### src/rtl/fde_pkg.sv
// rtl/fde_pkg.sv - opcode constants, sequencer state encoding and the writes() decode.
package fde_pkg;

  localparam logic [15:0] OP_ADD = 16'h1;
  localparam logic [15:0] OP_SUB = 16'h2;
  localparam logic [15:0] OP_LDI = 16'h3;
  localparam logic [15:0] OP_SHL = 16'h4;
  localparam logic [15:0] OP_SHR = 16'h5;
  localparam logic [15:0] OP_AND = 16'h6;
  localparam logic [15:0] OP_OR  = 16'h7;
  localparam logic [15:0] OP_XOR = 16'h8;
  localparam logic [15:0] OP_BR  = 16'h9;
  localparam logic [15:0] OP_BNE = 16'hA;
  localparam logic [15:0] OP_MOV = 16'hB;
  localparam logic [15:0] OP_ADI = 16'hC;
  localparam logic [15:0] OP_MUL = 16'hD;
  localparam logic [15:0] OP_HLT = 16'hE;
  localparam logic [15:0] OP_NOP = 16'hF;

  typedef enum logic [2:0] {
    ST_IDLE     = 3'd0,
    ST_RUN      = 3'd1,
    ST_MUL_WAIT = 3'd2,
    ST_FLUSH    = 3'd3,
    ST_HALT     = 3'd4
  } state_t;

  // True when the opcode produces a register result.
  function automatic logic writes(input logic [15:0] op);
    return op inside {[OP_ADD:OP_XOR], OP_MOV, OP_ADI, OP_MUL};
  endfunction

endpackage

### src/rtl/pipe_sequencer_if.sv
// rtl/pipe_sequencer_if.sv - decode/execute status in, stage-register controls out.
interface pipe_sequencer_if #(
  parameter int OPW = 16,
  parameter int RW  = 5
);
  logic           start;
  logic           id_valid;
  logic [OPW-1:0] id_opcode;
  logic [RW-1:0]  id_src_a;
  logic [RW-1:0]  id_src_b;
  logic [OPW-1:0] ex_opcode;
  logic [RW-1:0]  ex_dst;
  logic           branch_taken;
  logic           pc_en;
  logic           if_id_en;
  logic           if_id_flush;
  logic           id_ex_en;
  logic           id_ex_bubble;
  logic           ex_wb_en;
  logic           halted;
  logic           busy;

  modport master (
    input  start, id_valid, id_opcode, id_src_a, id_src_b, ex_opcode, ex_dst, branch_taken,
    output pc_en, if_id_en, if_id_flush, id_ex_en, id_ex_bubble, ex_wb_en, halted, busy
  );

  modport slave (
    output start, id_valid, id_opcode, id_src_a, id_src_b, ex_opcode, ex_dst, branch_taken,
    input  pc_en, if_id_en, if_id_flush, id_ex_en, id_ex_bubble, ex_wb_en, halted, busy
  );
endinterface

### src/rtl/pipe_sequencer_hazard_detect.sv
// rtl/pipe_sequencer_hazard_detect.sv - combinational RAW compare between decode sources and execute destination.
module hazard_detect
  import fde_pkg::*;
#(
  parameter int OPW = 16,
  parameter int RW  = 5
) (
  input  logic           id_valid,
  input  logic           ex_valid,
  input  logic [OPW-1:0] ex_opcode,
  input  logic [RW-1:0]  ex_dst,
  input  logic [RW-1:0]  id_src_a,
  input  logic [RW-1:0]  id_src_b,
  output logic           hazard
);
  // r0 is hardwired zero, so a write to it never creates a dependency.
  always_comb begin
    hazard = id_valid && ex_valid && writes(16'(ex_opcode)) && (ex_dst != '0) &&
             ((id_src_a == ex_dst) || (id_src_b == ex_dst));
  end
endmodule

### src/rtl/pipe_sequencer.sv
// rtl/pipe_sequencer.sv - pipeline sequencer: stage enables, RAW stall, MUL wait, branch flush, halt.
// Optional PIPE_SEQUENCER_PERF_EN adds saturating stall/flush/mul-wait counters.
module pipe_sequencer
  import fde_pkg::*;
#(
  parameter int MUL_CYCLES = 3,
  parameter int OPW        = 16,
  parameter int RW         = 5
) (
  input  logic clock,
  input  logic reset,
  pipe_sequencer_if.master bus
`ifdef PIPE_SEQUENCER_PERF_EN
  ,
  output logic [31:0] stall_cnt,
  output logic [31:0] flush_cnt,
  output logic [31:0] mul_wait_cnt
`endif
);
  localparam int            CW       = $clog2(MUL_CYCLES + 1);
  localparam logic [CW-1:0] CNT_ONE  = CW'(1);
  localparam logic [CW-1:0] CNT_LOAD = CW'(MUL_CYCLES - 1);

  state_t         state, state_n;
  logic [CW-1:0]  cnt, cnt_n;
  logic           ex_valid_q, ex_valid_n;
  logic           pc_en_q, if_id_en_q, if_id_flush_q, id_ex_en_q, id_ex_bubble_q;
  logic           ex_wb_en_q, halted_q, busy_q;
  logic           pc_en_n, if_id_en_n, if_id_flush_n, id_ex_en_n, id_ex_bubble_n;
  logic           ex_wb_en_n, halted_n, busy_n;
  logic           hazard, halt_hit, ex_wr;
  logic [OPW-1:0] ex_op, id_op;

  assign ex_op = bus.ex_opcode;
  assign id_op = bus.id_opcode;

  hazard_detect #(.OPW(OPW), .RW(RW)) u_hazard (
    .id_valid  (bus.id_valid),
    .ex_valid  (ex_valid_q),
    .ex_opcode (ex_op),
    .ex_dst    (bus.ex_dst),
    .id_src_a  (bus.id_src_a),
    .id_src_b  (bus.id_src_b),
    .hazard    (hazard)
  );

  assign halt_hit = ex_valid_q && (16'(ex_op) == OP_HLT);
  assign ex_wr    = ex_valid_q && writes(16'(ex_op));

  always_ff @(posedge clock or negedge reset) begin
    if (!reset) begin
      state          <= ST_IDLE;
      cnt            <= '0;
      ex_valid_q     <= 1'b0;
      pc_en_q        <= 1'b0;
      if_id_en_q     <= 1'b0;
      if_id_flush_q  <= 1'b0;
      id_ex_en_q     <= 1'b0;
      id_ex_bubble_q <= 1'b1;
      ex_wb_en_q     <= 1'b0;
      halted_q       <= 1'b0;
      busy_q         <= 1'b0;
    end else begin
      state          <= state_n;
      cnt            <= cnt_n;
      ex_valid_q     <= ex_valid_n;
      pc_en_q        <= pc_en_n;
      if_id_en_q     <= if_id_en_n;
      if_id_flush_q  <= if_id_flush_n;
      id_ex_en_q     <= id_ex_en_n;
      id_ex_bubble_q <= id_ex_bubble_n;
      ex_wb_en_q     <= ex_wb_en_n;
      halted_q       <= halted_n;
      busy_q         <= busy_n;
    end
  end

  // The EX slot is marked dead whenever what it holds must not be written back
  // again or at all: behind HLT, behind a taken branch, or a MUL already retired.
  always_comb begin
    state_n        = state;
    cnt_n          = cnt;
    ex_valid_n     = id_ex_en_q ? (bus.id_valid && !id_ex_bubble_q) : ex_valid_q;
    pc_en_n        = 1'b0;
    if_id_en_n     = 1'b0;
    if_id_flush_n  = 1'b0;
    id_ex_en_n     = 1'b0;
    id_ex_bubble_n = 1'b1;
    ex_wb_en_n     = 1'b0;
    halted_n       = 1'b0;
    case (state)
      ST_IDLE: begin
        if (bus.start) state_n = ST_RUN;
      end
      ST_RUN: begin
        if (halt_hit) begin
          state_n    = ST_HALT;
          halted_n   = 1'b1;
          ex_valid_n = 1'b0;
        end else begin
          ex_wb_en_n = ex_wr;
          if (bus.branch_taken) begin
            state_n       = ST_FLUSH;
            pc_en_n       = 1'b1;
            if_id_flush_n = 1'b1;
            id_ex_en_n    = 1'b1;
            ex_valid_n    = 1'b0;
          end else if (hazard) begin
            id_ex_en_n = 1'b1;
          end else begin
            pc_en_n        = 1'b1;
            if_id_en_n     = 1'b1;
            id_ex_en_n     = 1'b1;
            id_ex_bubble_n = !bus.id_valid;
            if ((MUL_CYCLES > 1) && bus.id_valid && (16'(id_op) == OP_MUL)) begin
              state_n = ST_MUL_WAIT;
              cnt_n   = CNT_LOAD;
            end
          end
        end
      end
      ST_MUL_WAIT: begin
        cnt_n = cnt - CNT_ONE;
        if (cnt == CNT_ONE) begin
          state_n    = ST_RUN;
          ex_wb_en_n = ex_wr;
          ex_valid_n = 1'b0;
        end
      end
      ST_FLUSH: begin
        state_n    = ST_RUN;
        pc_en_n    = 1'b1;
        if_id_en_n = 1'b1;
        id_ex_en_n = 1'b1;
        ex_wb_en_n = ex_wr;
      end
      ST_HALT: begin
        halted_n = 1'b1;
        if (bus.start) begin
          state_n  = ST_RUN;
          halted_n = 1'b0;
        end
      end
      default: state_n = ST_IDLE;
    endcase
    busy_n = (state_n != ST_IDLE) && (state_n != ST_HALT);
  end

  assign bus.pc_en        = pc_en_q;
  assign bus.if_id_en     = if_id_en_q;
  assign bus.if_id_flush  = if_id_flush_q;
  assign bus.id_ex_en     = id_ex_en_q;
  assign bus.id_ex_bubble = id_ex_bubble_q;
  assign bus.ex_wb_en     = ex_wb_en_q;
  assign bus.halted       = halted_q;
  assign bus.busy         = busy_q;

`ifdef PIPE_SEQUENCER_PERF_EN
  logic run_live;
  assign run_live = (state == ST_RUN) && !halt_hit;

  always_ff @(posedge clock or negedge reset) begin
    if (!reset) begin
      stall_cnt    <= '0;
      flush_cnt    <= '0;
      mul_wait_cnt <= '0;
    end else begin
      if (run_live && !bus.branch_taken && hazard && (stall_cnt != '1))
        stall_cnt <= stall_cnt + 32'd1;
      if (run_live && bus.branch_taken && (flush_cnt != '1))
        flush_cnt <= flush_cnt + 32'd1;
      if ((state == ST_MUL_WAIT) && (mul_wait_cnt != '1))
        mul_wait_cnt <= mul_wait_cnt + 32'd1;
    end
  end
`endif

endmodule

### src/flat_wrapper.sv
// flat-port wrapper written by rule: the top's interface ports become plain ports
module pipe_sequencer_flat import fde_pkg::*;
#(
  parameter int MUL_CYCLES = 3,
  parameter int OPW        = 16,
  parameter int RW         = 5
)
  (clock, reset, bus_start, bus_id_valid, bus_id_opcode, bus_id_src_a, bus_id_src_b, bus_ex_opcode, bus_ex_dst, bus_branch_taken, bus_pc_en, bus_if_id_en, bus_if_id_flush, bus_id_ex_en, bus_id_ex_bubble, bus_ex_wb_en, bus_halted, bus_busy);
  pipe_sequencer_if #(.OPW(OPW), .RW(RW)) bus_i ();
  input  logic clock;
  input  logic reset;
  input wire logic [$bits(bus_i.start)-1:0] bus_start;
  input wire logic [$bits(bus_i.id_valid)-1:0] bus_id_valid;
  input wire logic [$bits(bus_i.id_opcode)-1:0] bus_id_opcode;
  input wire logic [$bits(bus_i.id_src_a)-1:0] bus_id_src_a;
  input wire logic [$bits(bus_i.id_src_b)-1:0] bus_id_src_b;
  input wire logic [$bits(bus_i.ex_opcode)-1:0] bus_ex_opcode;
  input wire logic [$bits(bus_i.ex_dst)-1:0] bus_ex_dst;
  input wire logic [$bits(bus_i.branch_taken)-1:0] bus_branch_taken;
  output wire logic [$bits(bus_i.pc_en)-1:0] bus_pc_en;
  output wire logic [$bits(bus_i.if_id_en)-1:0] bus_if_id_en;
  output wire logic [$bits(bus_i.if_id_flush)-1:0] bus_if_id_flush;
  output wire logic [$bits(bus_i.id_ex_en)-1:0] bus_id_ex_en;
  output wire logic [$bits(bus_i.id_ex_bubble)-1:0] bus_id_ex_bubble;
  output wire logic [$bits(bus_i.ex_wb_en)-1:0] bus_ex_wb_en;
  output wire logic [$bits(bus_i.halted)-1:0] bus_halted;
  output wire logic [$bits(bus_i.busy)-1:0] bus_busy;
  assign bus_i.start = bus_start;
  assign bus_i.id_valid = bus_id_valid;
  assign bus_i.id_opcode = bus_id_opcode;
  assign bus_i.id_src_a = bus_id_src_a;
  assign bus_i.id_src_b = bus_id_src_b;
  assign bus_i.ex_opcode = bus_ex_opcode;
  assign bus_i.ex_dst = bus_ex_dst;
  assign bus_i.branch_taken = bus_branch_taken;
  assign bus_pc_en = bus_i.pc_en;
  assign bus_if_id_en = bus_i.if_id_en;
  assign bus_if_id_flush = bus_i.if_id_flush;
  assign bus_id_ex_en = bus_i.id_ex_en;
  assign bus_id_ex_bubble = bus_i.id_ex_bubble;
  assign bus_ex_wb_en = bus_i.ex_wb_en;
  assign bus_halted = bus_i.halted;
  assign bus_busy = bus_i.busy;
  pipe_sequencer #(.MUL_CYCLES(MUL_CYCLES), .OPW(OPW), .RW(RW)) u_core (.clock(clock), .reset(reset), .bus(bus_i));
endmodule
### config.mk
export PLATFORM = sky130hd
export DESIGN_NAME = pipe_sequencer_flat
export DESIGN_NICKNAME = d
export VERILOG_FILES = /design/src/rtl/fde_pkg.sv /design/src/rtl/pipe_sequencer_if.sv /design/src/rtl/pipe_sequencer_hazard_detect.sv /design/src/rtl/pipe_sequencer.sv /design/src/flat_wrapper.sv
export SDC_FILE = /design/constraint.sdc
export NUM_CORES = 1
export LEC_CHECK = 0
export CORE_MARGIN = 1.5
export CORE_UTILIZATION = 38
export CTS_CLUSTER_DIAMETER = 100
export DETAILED_ROUTE_END_ITERATION = 12
export MAX_ROUTING_LAYER = met4
export PLACE_DENSITY = 0.83
export SYNTH_ARGS = -nofsm -noshare
export SYNTH_HDL_FRONTEND = slang
export SYNTH_SLANG_ARGS = --single-unit
### constraint.sdc
create_clock -name clock -period 3 [get_ports clock]
set_input_delay 0.3 -clock clock [delete_from_list [all_inputs] [get_ports clock]]
set_output_delay 0.3 -clock clock [all_outputs]
set_load 0.1 [all_outputs]
==> out/results.ini <==
[status]
status = completed

[finish]
postLayoutCoreUtil = 0.700
syn2layout_area_growth_pct = 72.8
nets = 209
layout-drive-gt1-share = 0.103
instances_no_fill = 183
design_area_um2 = 1550
antenna_cells = 0
fill_cells = 177

[timing]
rsz0062_at_grt = false
clock.fmax_mhz = 476
finalSetupTns_ps = 0
tightestPinTransition_ps = 959
layout_min_cycle_time_ps = 2100
maxSlewHeadroom = 0.358
min_period_over_period = 0.700
hold_violations = 0
finalSetupViolCount = 0
clock_skew_ps = 1.97
timing.final.ws_setup_ps = 900
drv_slew = 0

[clocking]
cts_setup_buffers = 0
cts_tree = yes
cts_buffers = 3
ctsResizeCount = 0
path_clk_slew_ps = 80
root_buffer = clkbuf_4
clk_latency_ps = 280
cts_max_level = 1
clk_path_buf_depth = 2
hold_buffers = 0
cts.sinks = 14

[yosys]
yosys-top-cells-area = dfrtp_1, xor2_1, nor2_1
synth_edf_count = 0
synthesis.area_um2 = 896
ys_seq_area_frac = 0.392
synth.top_cell.area_share = 0.363
synth-xor-area-share = 0.117
synth-seq-cells = 14
synth_cells = 93
synth_compound_area_frac = 0.163
synth_area_per_cell_um2 = 9.63
ys_async_sr_fraction = 1.00
synth-simple-area-share = 0.285
synthMuxAreaShare = 0.0112
yosysTopAreaCell = dfrtp_1
synth_fa_ha_area_frac = 0.0140
yosys_warnings = 0
synth_top_family_by_area = simple AND/OR/NAND/NOR gates
netlist-cell-type-count = 43
ys.flop_type = dfrtp_1
synth_fp_nets = 146

[grt]
antenna_found_initial = 0
grt_usage = 0.232
overflow = 0
grt_pass1_wl_um = 4320
grt_pass1_vias = 998
grt_start_max_net_pins = 15

[place]
postPlaceCellArea_um2 = 1510
place.gp.congestion = 0.877
place_hpwl_um = 2110
post-place-ws_ps = 627
post-place-cells = 179
port_buffers = 59

[setup_path]
cp-end-kind = flop
r2r_slack_ps = 1060
cp_cell_sequence = clkdlybuf4s50_1, nor4b_2, nand4_1, or4b_4, a31oi_1, o21ai_1
crit_type = in -> reg
start_kind = primary input
crit_family = simple AND/OR/NAND/NOR gates
cp.arrival_ps = 2260
crit_fanout = 4
critPathBufInv = 1
crit_slowest_cell = or4b_4
critPathMaxStageDelay_ps = 610
crit_required_ps = 3160

[drt]
drt-total-wl_um = 2530
num_vias = 955
drtAntennaViolNets = 0
detail_route.wl_per_cell_um = 13.8
drtIter0Drc = 14
dr.pass1.iters = 4
route.detailed.drc = 0
viasPerCell = 5.22

[power_and_ir_drop]
leakage_nw = 0.609
ir_drop_mv = 0.644
power_density_nw_per_um2 = 673

[floorplanning]
rows = 17
die-area_um2 = 2660
io_pins = 60
initial_core_util = 0.405
dieWidth_um = 51.6
die_y_um = 51.6
design.core.area_um2 = 2210

[job]
max_cap_violations = 0

[min_path]
hold_path.class = in -> async

==> cells in the mapped netlist (2+ instances only) <==
library cell	n
nand3_1	2
nand2b_1	3
nand4_1	2
xnor2_1	4
nand2_1	4
nor4_1	2
a22oi_1	2
o21ai_1	2
nor4b_2	2
inv_1	2
nor2_1	11
dfrtp_1	13
nor2b_1	2
xor2_1	8
nor3_1	5
clkbuf_1	2
==> routing by layer <==
layer,global-route usage,wire (um)
met1,0.249,986
met2,0.391,1260
met3,0.0575,219
met4,0.132,65
met5,-,0
==> cells by family after synthesis <==
group,after synthesis
AND/OR/NAND/NOR,42
AO/OA/AOI/OAI,19
flip-flops,14
XOR/XNOR,12
buffers and inverters,4
multiplexers,1
adder cells (fa/ha/maj),1
==> final timing paths <==
kind,start,end,depth (start not counted)
setup reg to reg,u_core.ex_valid_q,u_core.bus.busy,5
min in group clock,u_core.cnt[1],u_core.cnt[1],2
setup / recovery,bus_ex_opcode[14],u_core.bus.busy,6
hold reg to reg,u_core.cnt[1],u_core.cnt[1],2
max in group asynchronous,reset,u_core.cnt[1],1
hold / removal,reset,u_core.bus.ex_wb_en,1
==> power by group <==
| group | switching [mW] | total, mW | internal [mW] |
|---|---|---|---|
| clock | 0.0610 | 0.135 | 0.0739 |
| sequential | 0.0509 | 0.304 | 0.253 |
| combinational | 0.398 | 0.603 | 0.205 |
==> flip-flops by register name (all words and copies together) (netlist names) <==
signal and flops:
u_core.bus.busy 1, u_core.bus.if_id_flush 1, u_core.bus.id_ex_bubble 1, u_core.bus.ex_wb_en 1
u_core.ex_valid_q 1, u_core.bus.id_ex_en 1, u_core.cnt 2, u_core.bus.halted 1
u_core.bus.pc_en 1, u_core.bus.if_id_en 1, u_core.state 3
==> placed cells by master, fill, tap and decap left out, types with 2 or more instances in the layout <==
cell type,netlist,layout
a22oi_1,2,2
buf_4,0,5
clkbuf_4,0,3
clkdlybuf4s50_1,0,55
dfrtp_1,13,13
inv_1,2,2
nand2_1,4,4
nand2b_1,3,3
nand3_1,2,2
nand4_1,2,2
nor2_1,11,11
nor2b_1,2,2
nor3_1,5,5
nor4_1,2,2
nor4b_2,2,2
o21ai_1,2,2
xnor2_1,4,4
xor2_1,8,8
==> per-stage QoR <==
stage	power [mW]	hold WS, ps
2_1_floorplan	0.728	4.41
3_3_place_gp	0.898	484
3_5_place_dp	0.911	503
4_1_cts	1.05	409
5_1_grt	1.11	435
6_report	1.04	392
==> cell type report <==
class                   instances  area [um2]  area share
repair buffers                 60         588       0.380
multi-input cells              75         529       0.342
flip-flops and latches         14         352       0.227
clock buffers                   4        36.3      0.0234
well taps                      28        35.0      0.0226
inverters                       2        7.51     0.00485
Power figures use the tool's default switching activity.
